File: config.mk
export PLATFORM = sky130hd
export DESIGN_NAME = dma_read_master_flat
export DESIGN_NICKNAME = d
export VERILOG_FILES = /design/src/rtl/dma_pkg.sv /design/src/rtl/dma_read_master_if.sv /design/src/rtl/dma_read_master.sv /design/src/flat_wrapper.sv
export SDC_FILE = /design/constraint.sdc
export NUM_CORES = 1
export LEC_CHECK = 0
export BUFFER_PORTS_ARGS = -buffer_cell sky130_fd_sc_hd__buf_2
export CORE_MARGIN = 2
export CORE_UTILIZATION = 56
export CTS_CLUSTER_DIAMETER = 80
export DETAILED_ROUTE_END_ITERATION = 7
export PLACE_DENSITY = 0.9
export SLEW_MARGIN = 20
export SYNTH_ARGS = -nofsm -noshare
export SYNTH_HDL_FRONTEND = slang
export SYNTH_SLANG_ARGS = --single-unit
File: constraint.sdc
create_clock -name iClk -period 7.1 [get_ports iClk]
set_input_delay 0.71 -clock iClk [delete_from_list [all_inputs] [get_ports iClk]]
set_output_delay 0.71 -clock iClk [all_outputs]
set_load 0.02 [all_outputs]
File: src/rtl/dma_pkg.sv
// Shared definitions for the DMA read and write masters.
package dma_pkg;

   typedef enum logic [1:0] {
      S_IDLE,
      S_ISSUE,
      S_DRAIN,
      S_DONE
   } dma_state_t;

   localparam logic [31:0] BYTES_PER_WORD      = 32'd4;
   localparam int unsigned DEFAULT_FIFO_DEPTH  = 64;
   localparam int unsigned DEFAULT_MAX_PENDING = 8;

   // Force a byte address onto a 32-bit word boundary.
   function automatic logic [31:0] word_align(input logic [31:0] addr);
      return {addr[31:2], 2'b00};
   endfunction

endpackage

File: src/rtl/dma_read_master_if.sv
// Avalon-MM pipelined read port of the DMA read master.
interface dma_read_master_if;

   logic        oRM_read;
   logic [31:0] oRM_readaddress;
   logic        iRM_waitrequest;
   logic [31:0] iRM_readdata;
   logic        iRM_readdatavalid;

   modport master (
      output oRM_read,
      output oRM_readaddress,
      input  iRM_waitrequest,
      input  iRM_readdata,
      input  iRM_readdatavalid
   );

   modport slave (
      input  oRM_read,
      input  oRM_readaddress,
      output iRM_waitrequest,
      output iRM_readdata,
      output iRM_readdatavalid
   );

endinterface

File: src/rtl/dma_read_master.sv
// DMA read master: issues pipelined Avalon-MM word reads and streams the
// returned data into a downstream FIFO, throttled so that words in flight
// never exceed MAX_PENDING or the FIFO's free space.
module dma_read_master
   import dma_pkg::*;
#(
   parameter int unsigned FIFO_DEPTH  = DEFAULT_FIFO_DEPTH,
   parameter int unsigned USEDW_W     = 7,
   parameter int unsigned MAX_PENDING = DEFAULT_MAX_PENDING
) (
   input  logic               iClk,
   input  logic               iReset_n,
   input  logic               Start,
   input  logic [31:0]        Length,
   input  logic [31:0]        RM_startaddress,
   dma_read_master_if.master  rm,
   output logic               FF_write,
   output logic [31:0]        FF_data,
   input  logic               FF_full,
   input  logic [USEDW_W-1:0] FF_usedw,
   output logic               RM_busy,
   output logic               RM_done,
   output logic               RM_overflow
);

   localparam int unsigned CW = $clog2(MAX_PENDING + 1);

   dma_state_t    state;
   logic [29:0]   words_left;
   logic [31:0]   addr_q;
   logic          read_q;
   logic [CW-1:0] credit;
   logic          consume_q;

   logic          accept;
   logic          consume;
   logic [CW-1:0] credit_nxt;
   logic          room;
   logic          unused_len_bits;

   // Sub-word length bits never produce a read.
   assign unused_len_bits = &{1'b0, Length[1:0]};

   assign rm.oRM_read        = read_q;
   assign rm.oRM_readaddress = addr_q;

   // Credit is decremented on the cycle the word leaves the write register
   // (consume_q), so a word stays counted until the FIFO has taken it; the
   // availability test subtracts that pending decrement to avoid claiming
   // the same credit twice on back-to-back returns.
   always_comb begin
      accept     = read_q && !rm.iRM_waitrequest;
      consume    = rm.iRM_readdatavalid && (credit > CW'(consume_q));
      credit_nxt = credit + CW'(accept) - CW'(consume_q);
      room       = (credit_nxt < CW'(MAX_PENDING)) &&
                   ((32'(FF_usedw) + 32'(credit_nxt)) < 32'(FIFO_DEPTH));
   end

   // Control FSM: command latch, read issue and completion handshake.
   always_ff @(posedge iClk or negedge iReset_n) begin
      if (!iReset_n) begin
         state       <= S_IDLE;
         words_left  <= '0;
         addr_q      <= '0;
         read_q      <= 1'b0;
         RM_busy     <= 1'b0;
         RM_done     <= 1'b0;
         RM_overflow <= 1'b0;
      end else begin
         case (state)
            S_IDLE: begin
               if (Start) begin
                  words_left  <= Length[31:2];
                  addr_q      <= word_align(RM_startaddress);
                  RM_overflow <= 1'b0;
                  RM_busy     <= 1'b1;
                  state       <= S_ISSUE;
               end
            end
            S_ISSUE: begin
               if (accept) begin
                  addr_q     <= addr_q + BYTES_PER_WORD;
                  words_left <= words_left - 30'd1;
                  read_q     <= (words_left != 30'd1) && room;
               end else if (!read_q) begin
                  if (words_left == '0) begin
                     state <= S_DRAIN;
                  end else begin
                     read_q <= room;
                  end
               end
            end
            S_DRAIN: begin
               if (credit == '0) begin
                  RM_done <= 1'b1;
                  state   <= S_DONE;
               end
            end
            S_DONE: begin
               RM_done <= 1'b0;
               RM_busy <= 1'b0;
               state   <= S_IDLE;
            end
            default: state <= S_IDLE;
         endcase
         if (consume && FF_full) begin
            RM_overflow <= 1'b1;
         end
      end
   end

   // Return path: one-cycle registered FIFO write and in-flight credit.
   always_ff @(posedge iClk or negedge iReset_n) begin
      if (!iReset_n) begin
         credit    <= '0;
         consume_q <= 1'b0;
         FF_write  <= 1'b0;
         FF_data   <= '0;
      end else begin
         credit    <= credit_nxt;
         consume_q <= consume;
         FF_write  <= consume && !FF_full;
         if (consume && !FF_full) begin
            FF_data <= rm.iRM_readdata;
         end
      end
   end

endmodule

File: src/flat_wrapper.sv
// flat-port wrapper written by rule: the top's interface ports become plain ports
module dma_read_master_flat import dma_pkg::*;
#(
   parameter int unsigned FIFO_DEPTH  = DEFAULT_FIFO_DEPTH,
   parameter int unsigned USEDW_W     = 7,
   parameter int unsigned MAX_PENDING = DEFAULT_MAX_PENDING
)
  (iClk, iReset_n, Start, Length, RM_startaddress, FF_write, FF_data, FF_full, FF_usedw, RM_busy, RM_done, RM_overflow, rm_oRM_read, rm_oRM_readaddress, rm_iRM_waitrequest, rm_iRM_readdata, rm_iRM_readdatavalid);
  dma_read_master_if rm_i ();
  input  logic iClk;
  input  logic iReset_n;
  input  logic Start;
  input  logic [31:0] Length;
  input  logic [31:0] RM_startaddress;
  output logic FF_write;
  output logic [31:0] FF_data;
  input  logic FF_full;
  input  logic [USEDW_W-1:0] FF_usedw;
  output logic RM_busy;
  output logic RM_done;
  output logic RM_overflow;
  output wire logic [$bits(rm_i.oRM_read)-1:0] rm_oRM_read;
  output wire logic [$bits(rm_i.oRM_readaddress)-1:0] rm_oRM_readaddress;
  input wire logic [$bits(rm_i.iRM_waitrequest)-1:0] rm_iRM_waitrequest;
  input wire logic [$bits(rm_i.iRM_readdata)-1:0] rm_iRM_readdata;
  input wire logic [$bits(rm_i.iRM_readdatavalid)-1:0] rm_iRM_readdatavalid;
  assign rm_oRM_read = rm_i.oRM_read;
  assign rm_oRM_readaddress = rm_i.oRM_readaddress;
  assign rm_i.iRM_waitrequest = rm_iRM_waitrequest;
  assign rm_i.iRM_readdata = rm_iRM_readdata;
  assign rm_i.iRM_readdatavalid = rm_iRM_readdatavalid;
  dma_read_master #(.FIFO_DEPTH(FIFO_DEPTH), .USEDW_W(USEDW_W), .MAX_PENDING(MAX_PENDING)) u_core (.iClk(iClk), .iReset_n(iReset_n), .Start(Start), .Length(Length), .RM_startaddress(RM_startaddress), .rm(rm_i), .FF_write(FF_write), .FF_data(FF_data), .FF_full(FF_full), .FF_usedw(FF_usedw), .RM_busy(RM_busy), .RM_done(RM_done), .RM_overflow(RM_overflow));
endmodule
---- Word level (Yosys, flattened, before mapping) ----
Index checks and enable logic that the tools add are counted.
word-level totals
  register bits ........................... 106
  bits of input ports ..................... 109
  output and inout bits ................... 69
  logic and storage cells ................. 72
operators by class
  add/subtract/negate cells ............... 5
  order comparisons ....................... 3
  eq/ne operators ......................... 10
  mux-type cells .......................... 22
  reductions and logical operators ........ 21
operators by type and width
  kind                                                                            count
  32-bit two-way mux                                                              2
  32-bit one-hot mux with 2 select lines                                          1
  30-bit two-way mux                                                              2
  30-bit one-hot mux with 2 select lines                                          1
  32-bit by 3-bit adder with 32-bit output (second input constant)                1
  32-bit by 7-bit less-than comparator with 1-bit output (second input constant)  1
  30-bit logical NOT                                                              1
  30-bit by 1-bit inequality test with 1-bit output (second input constant)       1
  30-bit by 1-bit subtractor with 30-bit output (second input constant)           1
  2-bit two-way mux                                                               5
  2-bit nonzero test                                                              5
  7-bit by 4-bit adder with 8-bit output                                          1
  1-bit two-way mux                                                               8
  2-bit one-hot mux with 4 select lines                                           1
  1-bit logical AND                                                               6
  2-bit by 1-bit inequality test with 1-bit output (second input constant)        3
  2-bit inequality test (second input constant)                                   3
  2-bit AND reduction                                                             3
  5-bit AND reduction                                                             1
  4-bit by 1-bit adder with 4-bit output                                          1
  2-bit equality test (second input constant)                                     2
  4-bit by 1-bit greater-than comparator with 1-bit output                        1
  4-bit logical NOT                                                               1
  4-bit less-than comparator (second input constant)                              1
  6 further kinds                                                                 8

---- Longest topological paths before layout ----
  word-level depth ........................ 10
  depth in mapped cells ................... 12

---- Least setup slack after synthesis ----
Ideal clock, no wire load.
  kind .................................... input to register
  start ................................... input rm_iRM_waitrequest
  end ..................................... register u_core.read_q (netlist: u_core.rm.oRM_read)
  library setup time ...................... 0.094 ns
  arrival ................................. 2.624 ns
  path slack .............................. 4.382 ns
  cell stages on the path ................. 10
  path buffers ............................ 0
  cell sequence ........................... nor2_1 ha_1 inv_1 fa_1 inv_1 ha_1 a311oi_1 o21bai_1 a311o_1 a211oi_1
between the ends
  longest elaborated chain between the ends .. 10
RTL lines
  what                                                    RTL line               RTL
  start: declaration                                      flat_wrapper.sv:24     input wire logic [$bits(rm_i.iRM_waitrequest)-1:0] rm_iRM_waitrequest;
  1-bit logical NOT (*)                                   dma_read_master.sv:52  accept = read_q && !rm.iRM_waitrequest;
  1-bit logical AND (*)                                   dma_read_master.sv:52
  4-bit by 1-bit adder with 4-bit output (*)              dma_read_master.sv:54  credit_nxt = credit + CW'(accept) - CW'(consume_q);
  4-bit by 1-bit subtractor with 4-bit output (*)         dma_read_master.sv:54
  net u_core.credit_nxt[1]                                dma_read_master.sv:37  logic [CW-1:0] credit_nxt;
  7-bit by 4-bit adder with 8-bit output                  dma_read_master.sv:56  ((32'(FF_usedw) + 32'(credit_nxt)) < 32'(FIFO_DEPTH));
  32-bit by 7-bit less-than comparator with 1-bit output  dma_read_master.sv:56
  1-bit logical AND (*)                                   dma_read_master.sv:55  room = (credit_nxt < CW'(MAX_PENDING)) &&
  1-bit two-way mux                                       dma_read_master.sv:86  if (words_left == '0) begin
  1-bit two-way mux                                       dma_read_master.sv:85  end else if (!read_q) begin
  1-bit two-way mux (*)                                   dma_read_master.sv:81  if (accept) begin
  end signal: assignment                                  dma_read_master.sv:84  read_q <= (words_left != 30'd1) && room;
  end signal: assignment                                  dma_read_master.sv:89  read_q <= room;
  end: declaration                                        dma_read_master.sv:31  logic read_q;
Mark *: on every way through the listed nets, which the timed path passes. The rest lies on a longest branch.
A chain may end at the register's enable or synchronous reset.

---- Worst setup path in the final report ----
  start ................................... register u_core.state[1]
  end ..................................... register u_core.addr_q[28] (netlist: u_core.rm.oRM_readaddress[28])
between the ends
  longest elaborated chain between the ends .. 3
RTL lines
  what                                                                                        RTL line               RTL
  start: declaration                                                                          dma_read_master.sv:28  dma_state_t state;
  start signal: assignment                                                                    dma_read_master.sv:62  state <= S_IDLE;
  start signal: assignment                                                                    dma_read_master.sv:77  state <= S_ISSUE;
  start signal: assignment                                                                    dma_read_master.sv:87  state <= S_DRAIN;
  2-bit by 1-bit equality test with 1-bit output / 2-bit logical NOT (equally long branches)  dma_read_master.sv:70  case (state)
  2-bit by 1-bit inequality test with 1-bit output (no line) (tied with other cells)          --
  3-bit AND reduction (no line)                                                               --
  end signal: assignment                                                                      dma_read_master.sv:74  addr_q <= word_align(RM_startaddress);
  end signal: assignment                                                                      dma_read_master.sv:82  addr_q <= addr_q + BYTES_PER_WORD;
  end: declaration                                                                            dma_read_master.sv:30  logic [31:0] addr_q;
Parallel ways exist; a longest one is shown, timed or not.

==> results by group <==
Logic synthesis
  • Ys flop type: dfrtp_1
  • Most common cell in the netlist: dfrtp_1
  • Avg Inst Size Synth: 9.562 um2
  • Largest cells by area after synthesis: dfrtp_1 (45%), mux2_2 (6.7%), a21oi_1 (4.4%)
  • Synth Area in Adders: 3.832%
  • Async set-or-reset flop fraction in the synthesized netlist: 100.0%
  • Main combinational cell family by area after synthesis: compound AO/OA/AOI/OAI gates
  • YS warnings: 0
  • Distinct cells, synth: 64
  • Mux contribution to synthesized area: 9.798%
  • Xor-xnor portion of the synthesized cell area: 0.3048%
  • Register area share after synthesis: 45.29%
  • Commonest cells in the netlist: dfrtp_1 (104), a21oi_1 (50), nand2_1 (43)
  • Synth top area share: 45.29%
  • Area leader, netlist: dfrtp_1
  • Post-Syn Instances: 601
  • Cell area after synthesis: 5747 um2
  • Synth Register Bits: 104
  • Post-synthesis compound-gate area fraction: 18.51%
  • Simple-gate share of the synthesized area: 18.14%
  • Post-synth EDFFs: 0

Setup path
  • Slowest CP cell: nand2_1
  • CP max stage delay: 0.75 ns
  • CP most frequent cell: buf_4
  • Crit path buf inv count: 3
  • CP delay by family, top: buffers and inverters
  • Worst EP required: 7.34 ns
  • Worst setup SP type: flop
  • Critical path, cell by cell: inv_1, ha_2, buf_4, nor2b_1, o21a_2, buf_4, nand2_1, o22ai_1, a21oi_1
  • CP arrival: 3.78 ns
  • CP max FO: 93
  • Critical setup path kind: reg2reg
  • Setup crit end kind: flop

Timing
  • Fmax achieved: 0.2824 GHz
  • Worst-margin pin slew: 0.9342 ns
  • Rel. slew slack: 37.49%
  • Period utilization: 49.88%
  • Max Slew Vio Count: 0
  • Final hold vios: 0
  • Post-layout minimum cycle time: 3.541 ns
  • Final hold slack: 0.3581 ns
  • RSZ-0062 raised after global routing: false
  • Final setup violation count: 0
  • Final setup margin: 3.559 ns
  • Setup TNS: 0 ns
  • Skew final: 0.01053 ns

Detailed routing
  • Vias: 5,493
  • Drt wl/cell: 17.72 um
  • WL met3: 1085 um
  • Drt total wl: 15,810 um
  • Post-DR vias/cell: 6.158
  • Final ANT Viol Nets: 0
  • 1st-iter DRT viols: 362
  • Drt pass-1 iters: 6
  • Max Used Layer: met5
  • Drc violations: 0
  • DR WL met2: 8120 um
  • Metal-1 WL: 6153 um

Place
  • DP Worst Slack: 3.625 ns
  • Port Buffers: 171
  • GP Congestion: 0.8647
  • Detailed placement HPWL: 11,020 um
  • Placed cell count: 875

Floorplanning
  • Ports: 178
  • Die height: 105.3 um
  • Row count: 36
  • Core ar.: 9864 um2
  • Die area: 11,090 um2
  • Die Span X: 105.3 um
  • Starting Density: 58.26%

Clock network
  • Clk buf depth: 2
  • Clock Latency Late Sink: 0.39 ns
  • CTS buffer count: 9
  • Post-cts resize count: 0
  • Post-CTS setup buffers: 0
  • CTS Hold Bufs: 0
  • Root Buffer: clkbuf_8
  • Clk sinks: 104
  • Clock tree from TritonCTS: built
  • Htree depth: 3
  • Clk pin slew, worst setup/hold paths: 0.11 ns

Final layout
  • Area of the multi-input gates: 2927 um2
  • FF+latch area: 2603 um2
  • Fin nets: 879
  • Fillers: 726
  • Layout cells sized above 1: 32.06%
  • Final cell count without fillers: 892
  • P&R area growth vs syn: 20.29%

Global routing
  • Largest net degree at the start of global routing: 94
  • Gr ovfl total: 0
  • Vias in the first global route: 5,270
  • GRT Total Usage: 28.35%
  • First-pass GRT wire length: 25,500 um
  • Antenna violations before repair: 2

Outcome
  • Outcome: complete, no violations

Power and ir drop
  • Maximum VDD drop: 0.3249 mV
  • PD cells: 458.7 nW/um2
  • Leakage: 0.003195 uW

Min path
  • HP Class: in2async

Job
  • Max_cap viols: 0
through the flow:
step | power, uW | utilization [%] | area, um2
global route | 3395 | 70.08 | 6913
floorplan | 2255 | - | 5751
CTS | 3160 | 70.05 | 6910
global placement | 2624 | 67.76 | 6684
detailed placement | 2742 | 67.81 | 6689
finish | 3171 | 70.08 | 6913
metal layers:
layer / track usage, % / vias to the layer above
met5: 0 / -
met2: 48.66 / 248
met4: 11.05 / 2
li1: - / 2543
met1: 35.07 / 2656
met3: 5.813 / 44
state kept, by name, summed over array words and instances, names as in the netlist:
name / count
u_core.FF_data: 32
u_core.rm.oRM_readaddress: 30
u_core.words_left: 30
u_core.credit: 4
u_core.state: 2
u_core.FF_write: 1
u_core.RM_busy: 1
u_core.RM_done: 1
u_core.RM_overflow: 1
u_core.consume_q: 1
u_core.rm.oRM_read: 1
placed cells by master (no fill, tap or decap), drive strengths merged, types with 7 or more instances in the layout:
cell	synthesis	routed
dfrtp	104	104
mux2	34	34
nand4	16	16
buf	8	178
a2bb2oi	7	7
o21ai	35	35
a21oi	50	50
and3	10	10
nor2	39	39
inv	22	26
nand2b	8	8
nand2	44	44
clkbuf	30	9
nand3	32	32
o22ai	27	27
or4	8	8
nor3	15	15
mux2i	18	18
ha	16	16
logic make-up (layout without fill, tap and decap cells):
kind of cell / after synthesis / after routing
AND/OR/NAND/NOR: 198 / 198
AO/OA/AOI/OAI: 167 / 167
flip-flops: 104 / 104
buffers and inverters: 60 / 216
multiplexers: 52 / 52
adder cells (fa/ha/maj): 17 / 17
XOR/XNOR: 2 / 2
other: 1 / 3
report_power, final:
part	switching (uW)	total (uW)	internal (uW)
Sequential	288	1150	860
Combinational	970	1610	640
Clock	237	413	175
Total	1500	3170	1670
cell type report:
class,instances,share of cell area [%]
repair buffers,178,13.18
diodes,1,0.03620
clock buffers,9,1.792
inverters,22,1.195
clock inverters,7,1.412
flip-flops and latches,104,37.65
multi-input cells,438,42.33
well taps,133,2.407
final timing paths:
| check | cells past startpoint | slack, ns | to | from |
|---|---|---|---|---|
| setup / recovery | 9 | 3.56 | u_core.rm.oRM_readaddress[28] | u_core.state[1] |
| hold / removal | 1 | 0.36 | u_core.rm.oRM_readaddress[28] | iReset_n |
| setup reg to reg | 9 | 3.56 | u_core.rm.oRM_readaddress[28] | u_core.state[1] |
| hold reg to reg | 1 | 0.51 | u_core.FF_data[0] | u_core.FF_data[0] |
| max in group asynchronous | 2 | 5.62 | u_core.rm.oRM_readaddress[27] | iReset_n |
| min in group iClk | 1 | 0.51 | u_core.FF_data[0] | u_core.FF_data[0] |
Power figures use the tool's default switching activity.
